[src/rtl/psum_channel_acc_pkg.sv]
// Shared constants and lane helpers for the partial-sum adder and channel accumulator.
package psum_channel_acc_pkg;

  localparam int unsigned LANES = 9;
  localparam int unsigned DW    = 32;
  localparam int unsigned DWI   = LANES * DW;
  localparam int unsigned CNT_W = 10;

  // Extract lane idx (DW bits) from a packed LANES*DW bus.
  function automatic logic [DW-1:0] lane_slice(input logic [DWI-1:0] bus,
                                               input int unsigned     idx);
    return DW'(bus >> (idx * DW));
  endfunction

endpackage

[src/rtl/lane_reduce_tree.sv]
// Combinational 9-to-1 wrapping adder over the packed partial-sum lanes.
module lane_reduce_tree
  import psum_channel_acc_pkg::*;
(
  input  logic [DWI-1:0] din,
  output logic [DW-1:0]  sum_c
);

  // Two's complement sum modulo 2^DW; synthesis balances the chain into a tree.
  always_comb begin
    sum_c = '0;
    for (int unsigned i = 0; i < LANES; i++) begin
      sum_c = sum_c + lane_slice(din, i);
    end
  end

endmodule

[src/rtl/psum_channel_acc.sv]
// Reduces 9 partial-sum lanes per beat, accumulates over cfg_cin beats plus bias,
// applies optional ReLU and emits the result on a valid/ready output.
module psum_channel_acc
  import psum_channel_acc_pkg::*;
(
  input  logic             clk,
  input  logic             rst_n,
  input  logic             in_valid,
  output logic             in_ready,
  input  logic [DWI-1:0]   din,
  input  logic [CNT_W-1:0] cfg_cin,
  input  logic [DW-1:0]    bias,
  input  logic             relu_en,
  output logic             out_valid,
  input  logic             out_ready,
  output logic [DW-1:0]    dout,
  output logic             grp_busy
);

  logic [DW-1:0]    lane_sum_c;

  logic             s1_valid;
  logic [DW-1:0]    s1_data;
  logic [DW-1:0]    s1_bias;
  logic [CNT_W-1:0] s1_len;
  logic             s1_relu;

  logic [DW-1:0]    acc;
  logic [CNT_W-1:0] cnt;
  logic [CNT_W-1:0] grp_len;
  logic             grp_relu;

  logic             stall;
  logic [DW-1:0]    grp_sum_c;
  logic [CNT_W-1:0] len_c;
  logic             relu_c;
  logic             done_c;

  lane_reduce_tree u_reduce (
    .din   (din),
    .sum_c (lane_sum_c)
  );

  assign stall    = out_valid & ~out_ready;
  assign in_ready = ~stall;
  assign grp_busy = (cnt != '0) | s1_valid;

  // First beat of a group takes its settings from stage 1; later beats use the latched copy.
  always_comb begin
    grp_sum_c = acc + s1_data;
    len_c     = grp_len;
    relu_c    = grp_relu;
    if (cnt == '0) begin
      grp_sum_c = s1_bias + s1_data;
      len_c     = s1_len;
      relu_c    = s1_relu;
    end
    done_c = s1_valid & (cnt == len_c - CNT_W'(1));
  end

  always_ff @(posedge clk) begin
    if (!rst_n) begin
      s1_valid  <= 1'b0;
      s1_data   <= '0;
      s1_bias   <= '0;
      s1_len    <= CNT_W'(1);
      s1_relu   <= 1'b0;
      acc       <= '0;
      cnt       <= '0;
      grp_len   <= CNT_W'(1);
      grp_relu  <= 1'b0;
      out_valid <= 1'b0;
      dout      <= '0;
    end else if (!stall) begin
      s1_valid <= in_valid;
      if (in_valid) begin
        s1_data <= lane_sum_c;
        s1_bias <= bias;
        s1_len  <= (cfg_cin == '0) ? CNT_W'(1) : cfg_cin;
        s1_relu <= relu_en;
      end

      // Not stalled: any pending output is being consumed, so only a completion keeps it valid.
      out_valid <= done_c;

      if (s1_valid) begin
        if (cnt == '0) begin
          grp_len  <= len_c;
          grp_relu <= relu_c;
        end
        if (done_c) begin
          dout <= (relu_c & grp_sum_c[DW-1]) ? '0 : grp_sum_c;
          cnt  <= '0;
        end else begin
          acc <= grp_sum_c;
          cnt <= cnt + CNT_W'(1);
        end
      end
    end
  end

endmodule
[config.mk]
export PLATFORM = sky130hd
export DESIGN_NAME = psum_channel_acc
export DESIGN_NICKNAME = d
export VERILOG_FILES = /design/src/rtl/psum_channel_acc_pkg.sv /design/src/rtl/lane_reduce_tree.sv /design/src/rtl/psum_channel_acc.sv
export SDC_FILE = /design/constraint.sdc
export NUM_CORES = 1
export LEC_CHECK = 0
export ABC_CLOCK_PERIOD_IN_PS = 8200
export CORE_ASPECT_RATIO = 0.7
export CORE_MARGIN = 3
export CORE_UTILIZATION = 30
export DETAILED_ROUTE_END_ITERATION = 6
export PLACE_DENSITY = 0.55
export SYNTH_ARGS = -nofsm -noshare
export SYNTH_HDL_FRONTEND = slang
export SYNTH_HIERARCHICAL = 1
export SYNTH_SLANG_ARGS = --single-unit
[constraint.sdc]
create_clock -name clk -period 8.2 [get_ports clk]
set_clock_uncertainty 0.05 [all_clocks]
set_input_delay 2.05 -clock clk [delete_from_list [all_inputs] [get_ports clk]]
set_output_delay 2.05 -clock clk [all_outputs]
set_load 0.1 [all_outputs]
# Word-level counts from Yosys, hierarchy flattened
# Index checks and enable logic that the tools add are counted.
word_totals:
  in_bits: 335
  memories: 0
  wordCells: 45
  latchBits: 0
  mem_bits_ro: 0
  ramBits: 0
  output_inout_bits: 35
  ff_bits: 162
op_classes:
  n_bitwise: 7
  reduce_logical: 8
  n_addsub: 12
  div: 0
  mul: 0
  shift: 0
  n_mux: 6
  n_lt_le_gt_ge: 0
  eq_ne: 1
ops:
  columns: ["op", "count"]
  rows:
  - ["adder 32 bit", 10]
  - ["2-to-1 mux 32 bit", 2]
  - ["2-to-1 mux 10 bit", 3]
  - ["zero test 10 bit", 2]
  - ["adder 10 x 1 -> 10 bit (second input constant)", 1]
  - ["equality test 10 bit", 1]
  - ["nonzero test 10 bit", 1]
  - ["subtractor 10 x 1 -> 10 bit (second input constant)", 1]
  - ["AND reduction 3 bit", 3]
  - ["AND reduction 2 bit", 2]
  - ["bitwise AND 1 bit", 3]
  - ["NOT 1 bit", 3]
  - ["2-to-1 mux 1 bit", 1]
  - ["OR 1 bit", 1]

# Longest topological paths before layout
# Gate-level depths: netlist of run 1.
logic_depth:
  depth_word: 8
  ltp_mapped: 21
  depth_no_buf: 21

# By module
# The synthesis of run 1 kept the hierarchy.
modules_own_cells:
  columns: ["module", "instances", "cells_each", "area_per_inst_um2"]
  rows:
  - ["psum_channel_acc", 1, 1158, 8565.7]
  - ["lane_reduce_tree", 1, 710, 6935.4]

# Worst setup path after synthesis of run 1
# Ideal clock, no wire load.
synth_path:
  kind: "in2reg"
  start: "input din[2]"
  end: "register s1_data[22]"
  setup_slack_ps: 1788
  arrival_time_ps: 6229
  t_required_ps: 8018
  n_path_buf: 0
  stages: 21
  setup_time_ps: 132
  path_cell_list: "inv_1 fa_1 inv_1 fa_1 fa_1 inv_1 fa_1 inv_1 ha_1 inv_1 fa_1 nor2b_1 o21a_1 o21ai_2 a211oi_2 nor2_2 o21ai_1 a31oi_1 a311o_1 nand2_1 a21oi_1"
synth_between:
  elab_chain_cells: 8
synth_lines:
  columns: ["element", "line", "source"]
  rows:
  - ["from (decl)", "psum_channel_acc.sv:10", "input logic [DWI-1:0] din,"]
  - ["adder 32 bit (8 in a row)", "lane_reduce_tree.sv:13", "sum_c = sum_c + lane_slice(din, i);"]
  - ["named net lane_sum_c[22]", "psum_channel_acc.sv:20", "logic [DW-1:0] lane_sum_c;"]
  - ["to (signal assigned)", "psum_channel_acc.sv:77", "s1_data <= lane_sum_c;"]
  - ["to (decl)", "psum_channel_acc.sv:23", "logic [DW-1:0] s1_data;"]
# The timed path passes the listed nets, and every way through them passes these cells.
# A chain may end at the register's enable or synchronous reset.

# Worst setup path after layout of run 1
# Ends and elaborated chain as after synthesis.

==> run_results.csv, run 1 <==
group,metric,value,unit
run_status,outcome,"finished clean",
critical_path,critical_path.max_stage_delay,0.56,ns
sta,hold_violations,0,
yosys,ys_seq_area_share,20.92,%
pwr,p_seq_share,14.6,%
cts,cts_tree,"done",
pwr,power_frac_comb,72.4,%
sta,fin_tns_setup,0,ns
run,drv_cap,0,
pwr,p_leak,0.008779,uW
sta,holdWs,0.4012,ns
floorplanning,fp.dieArea,54480,um2
pwr,internal-power,3383,uW
yosys,yosys_warnings,6,
critical_path,slowest_stage,"fa_1",
critical_path,crit_buf_inv,6,
cts,cts_buffers,17,
yosys,synth_flop_cell,"dfxtp_1",
cts,cts_resized,0,
pwr,ir_worst_vdd,197.1,uV
pwr,p_sw_share,47.33,%
critical_path,cp-end-kind,"flop",
global_route,overflow,0,
yosys,ys_types,78,
sta,post-route-period-util,85.20,%
floorplanning,initial_core_util,30.43,%
worst_hold_path,hp-class,"reg2reg",
global_route,grt_pass1_wl,71540,um
sta,relSlewSlack,27.92,%
cts,holdBufCountCts,0,
floorplanning,core,50940,um2
cts,cts-root-buf,"clkbuf_16",
pwr,cellPowerDensity,314.1,nW/um2
sta,setup_viol,0,
yosys,syn_area_per_cell,8.298,um2
sta,drv_slew,0,
global_route,grt_usage,16.22,%
layout,area_delta_synth_final,31.92,%
floorplanning,boundaryPins,370,
layout,final_common_cell,"clkdlybuf4s50_1",
yosys,synth_area,15500,um2
yosys,synth_edf_count,0,
pwr,p_clk_share,13.0,%
layout,most-common-layout-cells,"369 x clkdlybuf4s50_1, 358 x nand2_1, 307 x inv_1",
layout,nFillCells,5155,
cts,clockBufferDepth,2,
global_route,grt_start_max_net_pins,102,
global_route,grt_pass1_vias,14020,
critical_path,path_class,"in2reg",
place,gp_congestion,0.8720,
detailed_routing,drc,0,
sta,fmax,143.1,MHz
layout,n_antenna_cell,0,
critical_path,critical_path_required,8.43,ns
critical_path,cpLargestDelayFamily,"adder cells",
detailed_routing,routedWlPerCell,15.19,um
sta,rsz0062_at_grt,"no",
cts,cts.clk_slew.worst_paths,0.07,ns
critical_path,worstPathCellList,"clkdlybuf4s50_1, inv_1, fa_1, inv_1, fa_1, fa_1, inv_1, fa_1, inv_1, ha_1, inv_1, fa_1, nor2b_1, o21a_1, o21ai_2, a211oi_2, nor2_2, o21ai_1, a31oi_1, a311o_1, nand2_1, a21oi_1",
detailed_routing,routed_wl,43830,um
sta,period_needed,6.986,ns
place,hpwl,36030,um
detailed_routing,drtAntennaViolNets,0,
yosys,synth_nets,2483,
yosys,syn_inst,1868,
detailed_routing,dr.first_iter.drc_count,738,
pwr,switchingPower,3040,uW
floorplanning,row_count,69,
cts,ctsHtreeMaxLevel,4,
cts,clock_latency,0.45,ns
detailed_routing,num_vias,13600,
cts,clock_sinks,162,
detailed_routing,drt_pass1_iterations,5,
yosys,ys_seq_elements,162,
global_route,antenna_found_initial,2,
yosys,async_flop_share,0,%
cts,cts_setup_buffers,0,
critical_path,cp_data_arrival_time,7.21,ns
floorplanning,dieHeight,196.2,um
detailed_routing,avgViaCountPerCell,4.713,
critical_path,cp_max_fo,5,
critical_path,critPathLaunchType,"input port",
floorplanning,die_w,277.7,um
layout,nNetsFinal,2813,
place,numPortBuffers,369,
sta,worstMarginPinSlew,1.081,ns
layout,drive_gt1_share,3.256,%
## worst min-delay path, cell delays in order, from the launching register on
cell and delay [ns]:
dfxtp_1 0.31, nand2_1 0.05, a21oi_1 0.05
## routing by layer
metal | part of all wire, % | wire length, um | GRT usage [%]
met5 | 0.062 | 27 | 0
met2 | 48 | 21130 | 27.75
met3 | 5.9 | 2573 | 3.557
met1 | 45 | 19750 | 21.46
met4 | 0.79 | 347 | 2.461
## cell families (layout without fill, tap and decap cells)
group	after synthesis	count (layout)	synth area share [%]
flip-flops	162	162	20.92
AND/OR/NAND/NOR	579	579	16.74
XOR/XNOR	83	83	4.690
buffers and inverters	378	721	9.404
adder cells (fa/ha/maj)	280	280	32.96
AO/OA/AOI/OAI	374	374	14.39
multiplexers	12	12	0.8879
## path summary, 6_finish.rpt
kind / slack, ns / end / cells past startpoint / startpoint
setup / recovery: 1.21 / s1_data[22]$_SDFFE_PN0P_ / 22 / din[2]
setup reg to reg: 2.04 / dout[23]$_SDFFE_PN0P_ / 16 / cnt[0]$_SDFFE_PN0P_
hold / removal: 0.40 / dout[7]$_SDFFE_PN0P_ / 2 / dout[7]$_SDFFE_PN0P_
hold reg to reg: 0.40 / dout[7]$_SDFFE_PN0P_ / 2 / dout[7]$_SDFFE_PN0P_
## cell type report
type / instances / area [um2] / area share, %
multi-input cells: 1328 / 10810 / 52.85
clock buffers: 20 / 456.7 / 2.233
flip-flops and latches: 162 / 3243 / 15.86
well taps: 674 / 843.3 / 4.124
repair buffers: 381 / 3784 / 18.50
clock inverters: 12 / 155.1 / 0.7587
inverters: 308 / 1159 / 5.666
## power by group through the flow
stage	Combinational, uW	Sequential (uW)	Clock (uW)
floorplan	3520	960	0
global placement	4650	955	0
detailed placement	4710	955	0
CTS	4740	939	854
global route	5360	948	891
finish	4650	938	835
## Yosys cell counts (all sizes together), types with 8 or more instances
cell,count,share of area [%]
nor2b,9,0.36
buf,20,0.73
xnor2,59,3.3
dfxtp,162,21
nor4,8,0.32
inv,308,7.5
xor2,24,1.4
nand2,361,8.8
nand4,14,0.61
ha,66,5.3
a21oi,187,6.0
mux2i,11,0.79
fa,214,28
and3,13,0.52
o211ai,17,0.86
nor3,21,0.82
a211oi,16,0.81
clkbuf,50,1.2
a31oi,12,0.48
o21ai,71,2.3
a21o,11,0.53
nor2,53,1.3
nand2b,13,0.52
o21a,15,0.73
nand3,50,1.6
## registers in the layout, indices dropped and copies added, names as in the netlist, 10 cells and up
name,cells
acc,32
dout,32
s1_bias,32
s1_data,32
cnt,10
grp_len,10
s1_len,10
## through the flow
stage	util, %	instance area, um2	std cells	total power (uW)	setup WS (ns)
floorplan	-	15500	1868	4479	1.788
global placement	38.94	19840	2853	5601	0.7510
detailed placement	38.94	19840	2853	5662	0.7037
CTS	40.14	20450	2885	6531	1.161
global route	40.14	20450	2885	7199	0.8090
finish	40.14	20450	2885	6423	1.214
Power figures use the tool's default switching activity.
==> run 2, diff against run 1 <==
Settings changed: SLEW_MARGIN set to 20, SYNTH_HIERARCHICAL 1 to unset, TNS_END_PERCENT set to 5.
==> run_results.csv, run 2 <==
group,metric,value,unit
yosys,synth_top_area_cell,"fa_1",
critical_path,critical_path_required,8.52,ns
cts,cts_setup_buffers,0,
yosys,synth_top_area_share,28.00,%
critical_path,path_class,"in2reg",
critical_path,slowest_stage,"fa_1",
global_route,overflow,0,
floorplanning,row_count,68,
cts,clock_latency,0.45,ns
global_route,grt_pass1_wl,71260,um
sta,holdWs,0.4062,ns
sta,post-route-period-util,87.93,%
sta,fin_tns_setup,0,ns
yosys,synth-compound-area-share,14.04,%
floorplanning,fp.dieArea,53780,um2
layout,nFillCells,5020,
critical_path,reg2reg_slack,2.12,ns
cts,cts_tree,"done",
layout,most-common-layout-cells,"367 x clkdlybuf4s50_1, 310 x inv_1, 297 x nand2_1",
cts,clockBufferDepth,2,
layout,final_cell_area,20280,um2
sta,rsz0062_at_grt,"no",
detailed_routing,routedWlPerCell,15.56,um
worst_hold_path,hold_depth,2,
cts,cts-root-buf,"clkbuf_16",
detailed_routing,drt_pass1_iterations,5,
yosys,ys_seq_elements,162,
sta,worstMarginPinSlew,1.160,ns
sta,relSlewSlack,22.45,%
place,gp_congestion,0.8774,
yosys,syn_inst,1779,
yosys,synth_nets,2394,
yosys,synth_flop_cell,"dfxtp_1",
yosys,synth_area,15300,um2
critical_path,rr_worst_depth,17,
yosys,syn_area_per_cell,8.599,um2
place,dp.cells,2760,
global_route,grt_usage,16.43,%
global_route,grt_pass1_vias,13900,
yosys,synth_xor_area_share,4.065,%
critical_path,cpLargestDelayFamily,"adder cells",
critical_path,cp-end-kind,"flop",
yosys,yosys_warnings,0,
critical_path,worstPathCellList,"clkdlybuf4s50_1, inv_1, fa_1, inv_1, fa_1, fa_1, inv_1, fa_1, inv_1, ha_1, a211oi_1, o21ai_0, a32oi_1, buf_4, o21ai_0, a21o_1, a221o_1, o41ai_1, nand4_1, o211ai_1",
detailed_routing,drtAntennaViolNets,0,
sta,period_needed,7.210,ns
yosys,async_flop_share,0,%
layout,final_common_cell,"clkdlybuf4s50_1",
layout,nNetsFinal,2729,
yosys,yosys-top-cells-count,"310 x inv_1, 299 x nand2_1, 214 x fa_1",
worst_hold_path,hp-class,"reg2reg",
critical_path,critical_path.max_stage_delay,0.53,ns
critical_path,r2r_end,"dout[25]$_SDFFE_PN0P_",
floorplanning,die_w,275.9,um
global_route,grt_start_max_net_pins,85,
detailed_routing,num_vias,13170,
critical_path,crit_buf_inv,6,
sta,hold_violations,0,
pwr,ir_worst_vdd,156.3,uV
run,drv_cap,0,
layout,drive_gt1_share,3.150,%
pwr,cellPowerDensity,302.6,nW/um2
cts,ctsHtreeMaxLevel,4,
detailed_routing,drc,0,
worst_hold_path,hold_path_end,"s1_bias[8]$_SDFFE_PN0P_",
place,hpwl,35500,um
cts,clock_sinks,162,
critical_path,critPathLaunchType,"input port",
global_route,antenna_found_initial,4,
floorplanning,initial_core_util,30.68,%
layout,instances_no_fill,2792,
critical_path,cp_max_fo,5,
detailed_routing,avgViaCountPerCell,4.716,
cts,cts_buffers,17,
floorplanning,core,49860,um2
layout,area_delta_synth_final,32.57,%
yosys,yosysMostFrequentCell,"inv_1",
worst_hold_path,hold_start,"s1_bias[8]$_SDFFE_PN0P_",
run_status,outcome,"finished clean",
yosys,ys_seq_area_share,21.20,%
yosys,synth_edf_count,0,
cts,cts.clk_slew.worst_paths,0.07,ns
floorplanning,boundaryPins,370,
sta,fmax,138.7,MHz
critical_path,cp_num_cells,20,
detailed_routing,dr.first_iter.drc_count,729,
sta,setup_viol,0,
yosys,ys_types,73,
place,dpl_cell_area,19630,um2
cts,holdBufCountCts,0,
critical_path,rr_startpoint,"cnt[0]$_SDFFE_PN0P_",
sta,drv_slew,0,
detailed_routing,routed_wl,43450,um
yosys,netlist_top_cells_area,"fa_1 28%, dfxtp_1 21%, inv_1 7.6%",
place,numPortBuffers,369,
critical_path,cp_data_arrival_time,7.53,ns
yosys,yosys-mux-area-fraction,2.200,%
cts,cts_resized,0,
layout,n_antenna_cell,0,
yosys,synth_top_family_by_area,"adder cells",
yosys,synth-simple-area-share,15.77,%
pwr,p_leak,0.009003,uW
yosys,yosys.area_share.adder,33.40,%
floorplanning,dieHeight,194.9,um
## run 2: cell type report
class                           count  area [um2]  share of cell area [%]
Timing Repair Buffer              378        3754                   18.51
Tap cell                          665       832.0                   4.103
Clock inverter                     12       206.4                   1.018
Multi-Input combinational cell   1244       10640                   52.46
Sequential cell                   162        3243                   15.99
Clock buffer                       20       436.7                   2.153
Inverter                          311        1169                   5.762
## run 2: stage by stage
step / util, % / setup slack, ns / total power (uW)
2_1_floorplan: - / 1.729 / 4160
3_3_place_gp: 39.38 / 0.7079 / 5263
3_5_place_dp: 39.38 / 0.6359 / 5301
4_1_cts: 40.67 / 1.038 / 6218
5_1_grt: 40.68 / 0.7449 / 6884
6_report: 40.68 / 0.9896 / 6137
## run 2: cell families (layout without fill, tap and decap cells)
group | after synthesis | in the layout
AOI/OAI and AO/OA | 330 | 330
xor gates and xnor gates | 71 | 71
DFF | 162 | 162
adders and majority gates | 280 | 280
buffers and inverters | 373 | 721
muxes | 32 | 32
and+or+nand+nor | 531 | 531
## run 2: how the worst max path moves through the flow
stage / startpoint / endpoint / slack [ns]
5_1_grt: din[195] / s1_data[31]$_SDFFE_PN0P_ / 0.74
6_report: din[3] / s1_data[31]$_SDFFE_PN0P_ / 0.99
3_5_place_dp: din[195] / s1_data[31]$_SDFFE_PN0P_ / 0.64
2_1_floorplan: din[195] / s1_data[31]$_SDFFE_PN0P_ / 1.73
3_3_place_gp: din[3] / s1_data[31]$_SDFFE_PN0P_ / 0.71
4_1_cts: din[195] / s1_data[31]$_SDFFE_PN0P_ / 1.04
## run 2: per-layer routing
layer | GRT usage [%] | routed length [um] | part of all wire (%) | vias to the layer above
met5 | 0 | 23 | 0.053 | -
met4 | 2.527 | 433 | 1.0 | 4
met3 | 3.702 | 2882 | 6.6 | 37
met2 | 27.29 | 20220 | 47 | 358
met1 | 22.23 | 19900 | 46 | 6352
li1 | - | - | - | 6416
## run 2: worst reg2reg max path: cells and delay by family, from the launching register on
kind                       cells  cell delay [ns]
and+or+nand+nor                7             2.28
AOI/OAI and AO/OA              6             2.20
adders and majority gates      2             0.54
DFF                            1             0.36
buffers and inverters          2             0.58
## run 2: power breakdown
part / internal (uW) / switching (uW) / leakage [uW]
Combinational: 1870 / 2440 / 0.00738
Sequential: 885 / 64.4 / 0.00132
Clock: 542 / 343 / 0.000297
Total: 3290 / 2840 / 0.00900
==> run 3, diff against run 2 <==
--- a/config.mk
+++ b/config.mk
@@ -6,10 +6,9 @@
 export NUM_CORES = 1
 export LEC_CHECK = 0
-export ABC_CLOCK_PERIOD_IN_PS = 8200
 export CORE_ASPECT_RATIO = 0.7
 export CORE_MARGIN = 3
-export CORE_UTILIZATION = 30
+export CORE_UTILIZATION = 35
 export DETAILED_ROUTE_END_ITERATION = 6
-export PLACE_DENSITY = 0.55
+export PLACE_DENSITY = 0.62
 export SLEW_MARGIN = 20
 export SYNTH_ARGS = -nofsm -noshare
==> constraint.sdc (replaced) <==
create_clock -name clk -period 8.2 [get_ports clk]
set_clock_uncertainty 0.05 [all_clocks]
set_input_delay 1.64 -clock clk [delete_from_list [all_inputs] [get_ports clk]]
set_output_delay 1.64 -clock clk [all_outputs]
set_load 0.1 [all_outputs]
==> run_results.csv, run 3 (synthesized netlist as in run 2, its figures left out) <==
group,metric,value,unit
run_status,outcome,"finished clean",
place,dp.cells,2679,
layout,drive_gt1_share,3.151,%
detailed_routing,routed_wl,41550,um
critical_path,cp_max_fo,5,
sta,fin_tns_setup,0,ns
cts,clockBufferDepth,2,
layout,nNetsFinal,2728,
cts,cts_tree,"done",
floorplanning,row_count,63,
critical_path,rr_startpoint,"cnt[0]$_SDFFE_PN0P_",
global_route,antenna_found_initial,0,
sta,period_needed,6.963,ns
critical_path,r2r_end,"dout[3]$_SDFFE_PN0P_",
detailed_routing,drc,0,
cts,cts.clk_slew.worst_paths,0.07,ns
sta,post-route-period-util,84.91,%
floorplanning,fp.dieArea,46290,um2
cts,clock_sinks,162,
worst_hold_path,hp-class,"reg2reg",
sta,rsz0062_at_grt,"no",
layout,most-common-layout-cells,"368 x clkdlybuf4s50_1, 310 x inv_1, 297 x nand2_1",
worst_hold_path,hold_path_end,"s1_bias[12]$_SDFFE_PN0P_",
floorplanning,boundaryPins,370,
cts,ctsHtreeMaxLevel,4,
layout,instances_no_fill,2711,
pwr,cellPowerDensity,296.3,nW/um2
detailed_routing,drtAntennaViolNets,0,
detailed_routing,dr.first_iter.drc_count,706,
global_route,grt_start_max_net_pins,85,
sta,hold_violations,0,
sta,drv_slew,0,
place,numPortBuffers,369,
critical_path,cp-end-kind,"flop",
critical_path,cp_data_arrival_time,7.27,ns
pwr,p_leak,0.008970,uW
sta,relSlewSlack,23.32,%
floorplanning,die_w,255.9,um
cts,cts_buffers,17,
layout,area_delta_synth_final,31.49,%
layout,final_cell_area,20120,um2
detailed_routing,routedWlPerCell,15.33,um
floorplanning,core,42720,um2
cts,cts-root-buf,"clkbuf_16",
critical_path,reg2reg_slack,2.18,ns
detailed_routing,drt_pass1_iterations,5,
sta,setup_viol,0,
layout,final_common_cell,"clkdlybuf4s50_1",
global_route,overflow,0,
place,hpwl,33940,um
detailed_routing,avgViaCountPerCell,4.837,
cts,cts_setup_buffers,0,
cts,clock_latency,0.44,ns
worst_hold_path,hold_depth,2,
place,dpl_cell_area,19540,um2
worst_hold_path,hold_start,"s1_bias[12]$_SDFFE_PN0P_",
global_route,grt_pass1_wl,69340,um
global_route,grt_usage,18.19,%
global_route,grt_pass1_vias,13890,
critical_path,rr_worst_depth,18,
detailed_routing,num_vias,13110,
cts,cts_resized,0,
pwr,ir_worst_vdd,222.3,uV
layout,n_antenna_cell,0,
critical_path,path_class,"in2reg",
critical_path,critPathLaunchType,"input port",
critical_path,critical_path_required,8.51,ns
run,drv_cap,0,
floorplanning,initial_core_util,35.81,%
cts,holdBufCountCts,0,
sta,fmax,143.6,MHz
floorplanning,dieHeight,180.9,um
sta,worstMarginPinSlew,1.147,ns
place,gp_congestion,0.8877,
## run 3: worst max-delay path by stage
| stage | cells past startpoint | slack (ns) | start | endpoint |
|---|---|---|---|---|
| 6_report | 17 | 1.24 | din[195] | s1_data[31]$_SDFFE_PN0P_ |
| 5_1_grt | 17 | 0.87 | din[195] | s1_data[31]$_SDFFE_PN0P_ |
| 4_1_cts | 17 | 1.22 | din[195] | s1_data[31]$_SDFFE_PN0P_ |
| 3_5_place_dp | 17 | 0.81 | din[195] | s1_data[31]$_SDFFE_PN0P_ |
| 3_3_place_gp | 19 | 0.90 | din[3] | s1_data[31]$_SDFFE_PN0P_ |
| 2_1_floorplan | 16 | 2.14 | din[195] | s1_data[31]$_SDFFE_PN0P_ |
## run 3: power breakdown
part	switching (uW)	internal, uW	total, uW
clock	349	430	779
sequential	64.4	885	949
combinational	2380	1850	4230
total	2800	3160	5960
## run 3: per-layer routing
metal / global-route usage (%) / routed length (um) / vias up
met2: 31.58 / 20130 / 294
met5: 0 / 0 / -
li1: - / - / 6415
met3: 3.391 / 2041 / 27
met1: 24.32 / 19020 / 6377
met4: 2.301 / 357 / 0
## run 3: per-stage QoR
step | power [uW] | worst slack (ns) | utilization [%] | hold WS [ns]
2_1_floorplan | 4160 | 2.139 | - | 0.3857
3_5_place_dp | 5213 | 0.8107 | 45.74 | 0.4000
4_1_cts | 6020 | 1.217 | 47.07 | 0.4111
5_1_grt | 6681 | 0.8740 | 47.08 | 0.4232
6_report | 5961 | 1.237 | 47.08 | 0.4088
3_3_place_gp | 5172 | 0.9018 | 45.74 | 0.3936
## run 3: worst max-delay path, cell delays in order
cell and delay, ns:
clkdlybuf4s50_1 0.44, fa_1 0.60, fa_1 0.46, fa_1 0.56
inv_1 0.05, fa_1 0.52, inv_1 0.06, ha_1 0.29
a211oi_1 0.41, o21ai_0 0.23, a32oi_1 0.54, o21ai_0 0.28
a21o_1 0.24, a221o_1 0.32, o41ai_1 0.36, nand4_1 0.14
o211ai_1 0.13
## run 3: layout make-up
cell class                 count  area [um2]
inverter                     311        1169
timing repair buffer         377        3761
multi-input combinational   1244       10640
tap                          585       732.0
sequential                   162        3243
clock buffer                  19       442.9
fill                        4205       22610
clock inverter                13       127.6
